### src/rtl/uart_tx_serializer_pkg.sv
// Shared UART definitions: transmit FSM state encoding, data width and baud divisor helper.
// Imported by uart_baud_gen and uart_tx_serializer.
package UART_pkg;

    typedef enum logic [2:0] {
        IDLE   = 3'd0,
        START  = 3'd1,
        DATA   = 3'd2,
        PARITY = 3'd3,
        STOP   = 3'd4
    } tx_state_e;

    localparam int UART_DATA_BITS = 8;

    // Integer clock cycles per bit; callers must keep the result >= 2.
    function automatic int baud_div(input int clk_freq, input int baud);
        return clk_freq / baud;
    endfunction

endpackage

### src/rtl/uart_baud_gen.sv
// Bit-period counter: counts 0..BAUD_DIV-1 and pulses tick on the last count.
// Held at zero while clr_i is high so a frame always starts on a fresh bit period.
module uart_baud_gen #(
    parameter int BAUD_DIV = 16
) (
    input  logic clk_i,
    input  logic rst_ni,
    input  logic clr_i,
    output logic tick_o
);

    localparam int CW = (BAUD_DIV > 1) ? $clog2(BAUD_DIV) : 1;

    logic [CW-1:0] cnt_q;
    logic [CW-1:0] cnt_d;

    assign tick_o = (cnt_q == CW'(BAUD_DIV - 1));

    always_comb begin
        cnt_d = cnt_q + CW'(1);
        if (clr_i || tick_o) begin
            cnt_d = '0;
        end
    end

    always_ff @(posedge clk_i or negedge rst_ni) begin
        if (!rst_ni) begin
            cnt_q <= '0;
        end else begin
            cnt_q <= cnt_d;
        end
    end

endmodule

### src/rtl/uart_tx_serializer.sv
// UART transmit serializer: latches a CPU byte and shifts it out LSB first with start/stop bits.
// Define UART_TX_PARITY_EN to append an even parity bit between the data bits and the stop bit.
module uart_tx_serializer
    import UART_pkg::*;
#(
    parameter int CLK_FREQ = 50_000_000,
    parameter int BAUD     = 115200
) (
    input  logic                      clk,
    input  logic                      rst,
    input  logic                      tx_data_en,
    input  logic [UART_DATA_BITS-1:0] Tx_Data_w,
    input  logic                      tx_send_en,
    input  logic                      tx_send,
    output logic                      tx,
    output logic                      tx_busy,
    output logic                      tx_fsm_in_STOP_S
);

    localparam int BAUD_DIV = baud_div(CLK_FREQ, BAUD);

    tx_state_e                 state_q, state_d;
    logic [UART_DATA_BITS-1:0] hold_q, hold_d;
    logic [UART_DATA_BITS-1:0] shift_q, shift_d;
    logic [2:0]                bit_cnt_q, bit_cnt_d;
    logic                      tx_q, tx_d;
    logic                      tick;
`ifdef UART_TX_PARITY_EN
    logic                      par_q, par_d;
`endif

    uart_baud_gen #(
        .BAUD_DIV (BAUD_DIV)
    ) u_baud_gen (
        .clk_i  (clk),
        .rst_ni (rst),
        .clr_i  (state_q == IDLE),
        .tick_o (tick)
    );

    assign tx               = tx_q;
    assign tx_busy          = (state_q != IDLE);
    assign tx_fsm_in_STOP_S = (state_q == STOP);

    always_comb begin
        state_d   = state_q;
        hold_d    = tx_data_en ? Tx_Data_w : hold_q;
        shift_d   = shift_q;
        bit_cnt_d = bit_cnt_q;
        tx_d      = 1'b1;
`ifdef UART_TX_PARITY_EN
        par_d     = par_q;
`endif

        case (state_q)
            IDLE: begin
                // Snapshot the holding register so later CPU writes only affect the next frame.
                if (tx_send_en && tx_send) begin
                    state_d   = START;
                    shift_d   = hold_q;
                    bit_cnt_d = 3'd0;
`ifdef UART_TX_PARITY_EN
                    par_d     = ^hold_q;
`endif
                end
            end
            START: begin
                if (tick) begin
                    state_d = DATA;
                end
            end
            DATA: begin
                if (tick) begin
                    shift_d   = {1'b0, shift_q[UART_DATA_BITS-1:1]};
                    bit_cnt_d = bit_cnt_q + 3'd1;
                    if (bit_cnt_q == 3'd7) begin
`ifdef UART_TX_PARITY_EN
                        state_d = PARITY;
`else
                        state_d = STOP;
`endif
                    end
                end
            end
`ifdef UART_TX_PARITY_EN
            PARITY: begin
                if (tick) begin
                    state_d = STOP;
                end
            end
`endif
            STOP: begin
                if (tick) begin
                    state_d = IDLE;
                end
            end
            default: begin
                state_d = IDLE;
            end
        endcase

        // The line is registered, so it is decoded from the state being entered.
        case (state_d)
            START:   tx_d = 1'b0;
            DATA:    tx_d = shift_d[0];
`ifdef UART_TX_PARITY_EN
            PARITY:  tx_d = par_d;
`endif
            default: tx_d = 1'b1;
        endcase
    end

    always_ff @(posedge clk or negedge rst) begin
        if (!rst) begin
            state_q   <= IDLE;
            hold_q    <= '0;
            shift_q   <= '0;
            bit_cnt_q <= 3'd0;
            tx_q      <= 1'b1;
        end else begin
            state_q   <= state_d;
            hold_q    <= hold_d;
            shift_q   <= shift_d;
            bit_cnt_q <= bit_cnt_d;
            tx_q      <= tx_d;
        end
    end

`ifdef UART_TX_PARITY_EN
    always_ff @(posedge clk or negedge rst) begin
        if (!rst) begin
            par_q <= 1'b0;
        end else begin
            par_q <= par_d;
        end
    end
`endif

endmodule

### config.mk
export PLATFORM = sky130hd
export DESIGN_NAME = uart_tx_serializer
export DESIGN_NICKNAME = d
export VERILOG_FILES = /design/src/rtl/uart_tx_serializer_pkg.sv /design/src/rtl/uart_baud_gen.sv /design/src/rtl/uart_tx_serializer.sv
export SDC_FILE = /design/constraint.sdc
export NUM_CORES = 1
export LEC_CHECK = 0
export CAP_MARGIN = 20
export CORE_UTILIZATION = 50
export CTS_BUF_LIST = sky130_fd_sc_hd__clkbuf_4
export CTS_CLUSTER_DIAMETER = 50
export CTS_CLUSTER_SIZE = 40
export DETAILED_ROUTE_END_ITERATION = 8
export GPL_TIMING_DRIVEN = 0
export PLACE_DENSITY = 0.72
export SKIP_LAST_GASP = 1
export SLEW_MARGIN = 20
export SYNTH_ARGS = -nofsm -noshare
export SYNTH_HDL_FRONTEND = slang
export SYNTH_SLANG_ARGS = --single-unit
### constraint.sdc
create_clock -name clk -period 1.6 [get_ports clk]
set_clock_uncertainty 0.1 [all_clocks]
set_input_delay 0.24 -clock clk [delete_from_list [all_inputs] [get_ports clk]]
set_output_delay 0.24 -clock clk [all_outputs]
set_load 0.05 [all_outputs]
# ---- Word level (Yosys, flattened, before mapping)
# Index checks and enable logic that the tools add are counted.
dict set report word_totals {
  register_bits 32
  out_inout_bits 3
  in_bits 13
  elab_cells 38
}
dict set report op_classes {
  n_addsub 2
  n_mux 14
  eq_ne 9
  reduce_logical 6
}
# op count
set op_table {}
lappend op_table {{$mux W3} 7}
lappend op_table {{$mux W8} 2}
lappend op_table {{$pmux W8 S2} 1}
lappend op_table {{$pmux W3 S4} 1}
lappend op_table {{$add A9 B1 Y9 const B} 1}
lappend op_table {{$eq A9 B9 Y1 const B} 1}
lappend op_table {{$mux W9} 1}
lappend op_table {{$eq A3 B1 Y1 const B} 2}
lappend op_table {{$eq A3 B2 Y1 const B} 2}
lappend op_table {{$eq A3 B3 Y1 const B} 2}
lappend op_table {{$pmux W3 S2} 1}
lappend op_table {{$add A3 B1 Y3 const B} 1}
lappend op_table {{$logic_not A3 Y1} 1}
lappend op_table {{$reduce_and A3 Y1} 1}
lappend op_table {{$reduce_bool A3 Y1} 1}
lappend op_table {{$ne A2 B1 Y1 const B} 1}
lappend op_table {{$ne A2 B2 Y1 const B} 1}
lappend op_table {{$pmux W1 S2} 1}
lappend op_table {{$reduce_bool A2 Y1} 1}
lappend op_table {{$logic_and A1 B1 Y1} 1}
lappend op_table {{$logic_or A1 B1 Y1} 1}

# ---- Depth between registers and ports, before layout
dict set report logic_depth {
  depth_word 6
  depth_mapped 7
  depth_no_buf 6
}

# ---- By module
# From an unflattened synthesis, not the netlist that was laid out.
dict set report unflattened {
  cells_unflattened 130
  hier_area_um2 1497.7
}
# mod n_inst area_each_um2 seq_area_each_um2 cells_per_inst
set modules_own_cells {}
lappend modules_own_cells {uart_tx_serializer 1 1012.2 576.8 82}
lappend modules_own_cells {uart_baud_gen 1 485.5 225.2 48}

# ---- Worst setup path before layout
# OpenSTA, ideal clock, no wires.
dict set report synth_path {
  path_type {register -> register}
  from {reg state_q[0]}
  to {reg state_q[2]}
  t_required_ns 1.417
  arrival_ns 1.844
  path_stages_with_launch 4
  setup_slack_ns -0.427
  setup_time_ns 0.083
  n_path_buf 0
  period_less_slack_ns 2.027
  path_cell_list {dfrtp_1 -> nor3b_1 -> nand2_1 -> o21ai_0}
}
dict set report synth_via {
  elab_chain_cells 2
  elab_cells_between_ends 5
  classes_between {eq/ne: 3; mux: 1; reduce/logical: 1}
}
# element line_no
set synth_rtl {}
lappend synth_rtl {{from (decl)} uart_tx_serializer.sv:22} ;# tx_state_e state_q, state_d;
lappend synth_rtl {{from (signal assigned)} uart_tx_serializer.sv:121} ;# state_q <= state_d;
lappend synth_rtl {{$eq A3 B3 Y1} --}
lappend synth_rtl {{via tx_fsm_in_STOP_S} uart_tx_serializer.sv:17} ;# output logic tx_fsm_in_STOP_S
lappend synth_rtl {{$pmux W3 S4} uart_tx_serializer.sv:55} ;# case (state_q)
lappend synth_rtl {{via state_d[2]} uart_tx_serializer.sv:22}
# The timed path passes the listed nets, and every way through them passes these cells.
# A chain may end at the register's enable or synchronous reset.

# ---- Worst setup path after layout
dict set report layout_path {
  from {reg u_baud_gen.cnt_q[0]}
  to {reg shift_q[1]}
}
dict set report layout_via {
  elab_chain_cells 3
}
# element line_no
set layout_rtl {}
lappend layout_rtl {{from (decl)} uart_baud_gen.sv:14} ;# logic [CW-1:0] cnt_q;
lappend layout_rtl {{from (signal assigned)} uart_baud_gen.sv:30} ;# cnt_q <= cnt_d;
lappend layout_rtl {{$eq A9 B9 Y1} uart_baud_gen.sv:17} ;# assign tick_o = (cnt_q == CW'(BAUD_DIV - 1));
lappend layout_rtl {{$ne A2 B1 Y1 (no line)} --}
lappend layout_rtl {{$reduce_and A3 Y1 (no line)} --}
lappend layout_rtl {{to (signal assigned)} uart_tx_serializer.sv:123} ;# shift_q <= shift_d;
lappend layout_rtl {{to (decl)} uart_tx_serializer.sv:24} ;# logic [UART_DATA_BITS-1:0] shift_q, shift_d;
# No other way between the ends.

==> flow_metrics.tcl <==
set metrics [dict create \
    ys_seq_elements 32 \
    drive_gt1_frac 0.3355 \
    antenna_found_initial 0 \
    synth_common_cells "31 x dfrtp_1, 13 x nand2_1, 13 x nor2_1" \
    tritoncts "yes" \
    netlist.area_leader.share 0.5354 \
    min_to "hold_q[1]$_DFFE_PN0P_" \
    netlist_instances 122 \
    status "finished, violations left" \
    nets 168 \
    fin_tns_setup_ns -0.2630 \
    postSynth.asyncResetShare 1.000 \
    setup_viol 6 \
    grt_pass1_vias 957 \
    p_per_area_mw_per_mm2 1084 \
    die_h_um 55.83 \
    place_congestion 0.7410 \
    design.core.area_mm2 0.002758 \
    yosysWarnings 0 \
    placed_cell_area_mm2 0.001633 \
    cts-root-buf "clkbuf_4" \
    worstPathArrival_ns 1.80 \
    violations "setup timing" \
    synth_ff_type "dfrtp_1" \
    insertion_delay_ns 0.33 \
    period_minus_slack_ns 1.670 \
    vias_per_cell 5.448 \
    via_count 997 \
    drc 0 \
    r2r_slack_ns -0.07 \
    grt_max_degree 33 \
    ys_seq_area_frac 0.5535 \
    fin_cells 183 \
    utilization 0.6602 \
    hold_path_class "in -> reg" \
    synth.distinct_cells 29 \
    diodes 0 \
    synth.net_count 139 \
    min_path_cells 2 \
    area_delta_synth_final_pct 25.65 \
    slew_violations 0 \
    synth_edf_count 0 \
    grt_overflow 0 \
    hold_viol_final 0 \
    ioPinCount 16 \
    dp.cells 167 \
    ir_worst_vdd_v 0.0008211 \
    worst_slew_pin_slew_ns 0.7218 \
    synth_fa_ha_area_frac 0.03454 \
    synth-xor-area-share 0.04231 \
    dieWidth_um 55.83 \
    cts_max_level 2 \
    yosysTopAreaCell "dfrtp_1" \
    yosys.area_share.simple 0.1641 \
    reg2reg_to "shift_q[1]$_DFFE_PN0P_" \
    leakagePower_nw 0.8505 \
    wl_mm 2.476 \
    dieArea_mm2 0.003117 \
    first_pass_iters 4 \
    p_total_mw 1.974 \
    drtAntennaViolNets 0 \
    rr_worst_depth 6 \
    dp_hpwl_mm 1.696 \
    clock-sinks 32 \
    cp-start-kind "register" \
    muxShareOfSynthArea 0.06218 \
    worst_ep_required_time_ns 1.73 \
    fmaxAchievable_mhz 599.0 \
    path_clk_slew_ns 0.10 \
    synth_compound_area_frac 0.1149 \
    reg2reg_from "u_baud_gen.cnt_q[0]$_DFF_PN0_" \
    synth.most_common_cell "dfrtp_1" \
    post-place-ws_ns -0.3328 \
    grt_pass1_wl_mm 4.250 \
    holdWs_ns 0.3211 \
    drv_cap 0 \
    worstPathMaxFanout 5 \
    drtIter0Drc 22 \
    crit_path_end_kind "register" \
    fill_cells 210 \
    syn_area_mm2 0.001449 \
    relSlewSlack 0.5188 \
    num_rows 19 \
    port_buffers 14 \
    post_drt_wl_per_cell_um 13.53 \
    fin_area_mm2 0.001821 \
    rsz0062_at_grt "true" \
    ys_top_cells_by_area "dfrtp_1 54%, mux2_2 6.2%, a22o_2 4.1%, ha_1 3.5%, nand2_1 3.4%" \
    finalWorstSetupSlack_ns -0.06956 \
    criticalPathCategory "reg -> reg" \
    hp-start "tx_data_en" \
    synth_top_family_by_area "simple AND/OR/NAND/NOR gates" \
    numCtsBuffers 5 \
    period_share 1.043 \
    grt_use_total 0.1825 \
    start_util 0.5254 \
    clock_path_buffers 2 \
    synth_area_per_cell_um2 11.88 \
]
-- logic make-up after synthesis --
| logic type | after synthesis |
|---|---|
| AO/OA/AOI/OAI | 21 |
| buffers and inverters | 6 |
| AND/OR/NAND/NOR | 44 |
| XOR/XNOR | 7 |
| adder cells (fa/ha/maj) | 4 |
| flip-flops | 32 |
| multiplexers | 8 |
-- placed cells by master (no fill, tap or decap), types with 2 or more instances in the layout --
master | synthesis | final
nand3_1 | 8 | 8
ha_1 | 4 | 3
xnor2_1 | 5 | 5
nor2_1 | 13 | 12
buf_6 | 1 | 3
nand2_1 | 13 | 12
o21ai_0 | 5 | 5
clkinv_2 | 0 | 2
clkbuf_4 | 0 | 5
a22o_4 | 0 | 4
a21o_1 | 6 | 6
dfrtp_2 | 0 | 2
buf_4 | 0 | 6
mux2_2 | 8 | 8
and3_2 | 2 | 2
clkdlybuf4s50_1 | 0 | 10
a22o_2 | 6 | 2
dfrtp_1 | 31 | 29
nor3b_2 | 1 | 2
inv_1 | 3 | 2
xor2_1 | 2 | 2
-- how the worst max path moves through the flow --
stage | startpoint | to | slack [ns] | cells after the start
floorplan | u_baud_gen.cnt_q[0]$_DFF_PN0_ | shift_q[1]$_DFFE_PN0P_ | -0.02 | 6
global placement | rst | hold_q[3]$_DFFE_PN0P_ | -0.38 | 1
detailed placement | state_q[0]$_DFF_PN0_ | tx_busy | -0.33 | 3
CTS | state_q[1]$_DFF_PN0_ | shift_q[5]$_DFFE_PN0P_ | -0.07 | 6
global route | u_baud_gen.cnt_q[0]$_DFF_PN0_ | shift_q[6]$_DFFE_PN0P_ | -0.1 | 6
finish | u_baud_gen.cnt_q[0]$_DFF_PN0_ | shift_q[1]$_DFFE_PN0P_ | -0.07 | 6
-- power by group --
group / internal [mW] / total [mW] / switching (mW)
logic: 0.234 / 0.437 / 0.202
registers: 0.961 / 1.11 / 0.146
clock network: 0.161 / 0.430 / 0.269
-- per-layer routing --
layer	GRT usage	part of all wire	up-vias
li1	-	-	491
met5	0	0	-
met4	0.09408	0.019	0
met1	0.2500	0.50	484
met2	0.2685	0.46	16
met3	0.04884	0.030	6
-- area by class of cell --
cell class | count | area [um^2] | share of cell area
clock inverter | 3 | 13.76 | 0.007560
timing repair buffer | 22 | 217.7 | 0.1196
buffer | 3 | 30.03 | 0.01649
inverter | 3 | 11.26 | 0.006186
clock buffer | 5 | 37.54 | 0.02062
tap | 31 | 38.79 | 0.02131
sequential | 32 | 804.5 | 0.4419
multi-input combinational | 84 | 666.9 | 0.3663
-- critical path, cell delays in order, from the launching register on --
cell and delay [ns]:
dfrtp_1 0.43, ha_4 0.17, and4_4 0.15, and3_4 0.20, buf_8 0.14, a22o_4 0.24, a21o_1 0.15
-- state kept, by name (all words and copies together) (netlist names) --
signal and flops:
u_baud_gen.cnt_q 9, tx 1, hold_q 8, state_q 3, bit_cnt_q 3, shift_q 8
-- what timing repair did --
action                     4_1_cts  5_1_grt
buffers inserted                 6        0
hold endpoints to repair        31        0
gates resized for setup         17       13
cloned                           0        1
pin swaps                        5        4
setup endpoints to repair       10       20
hold buffers                     1        0
(Power assumes the default switching activity.)
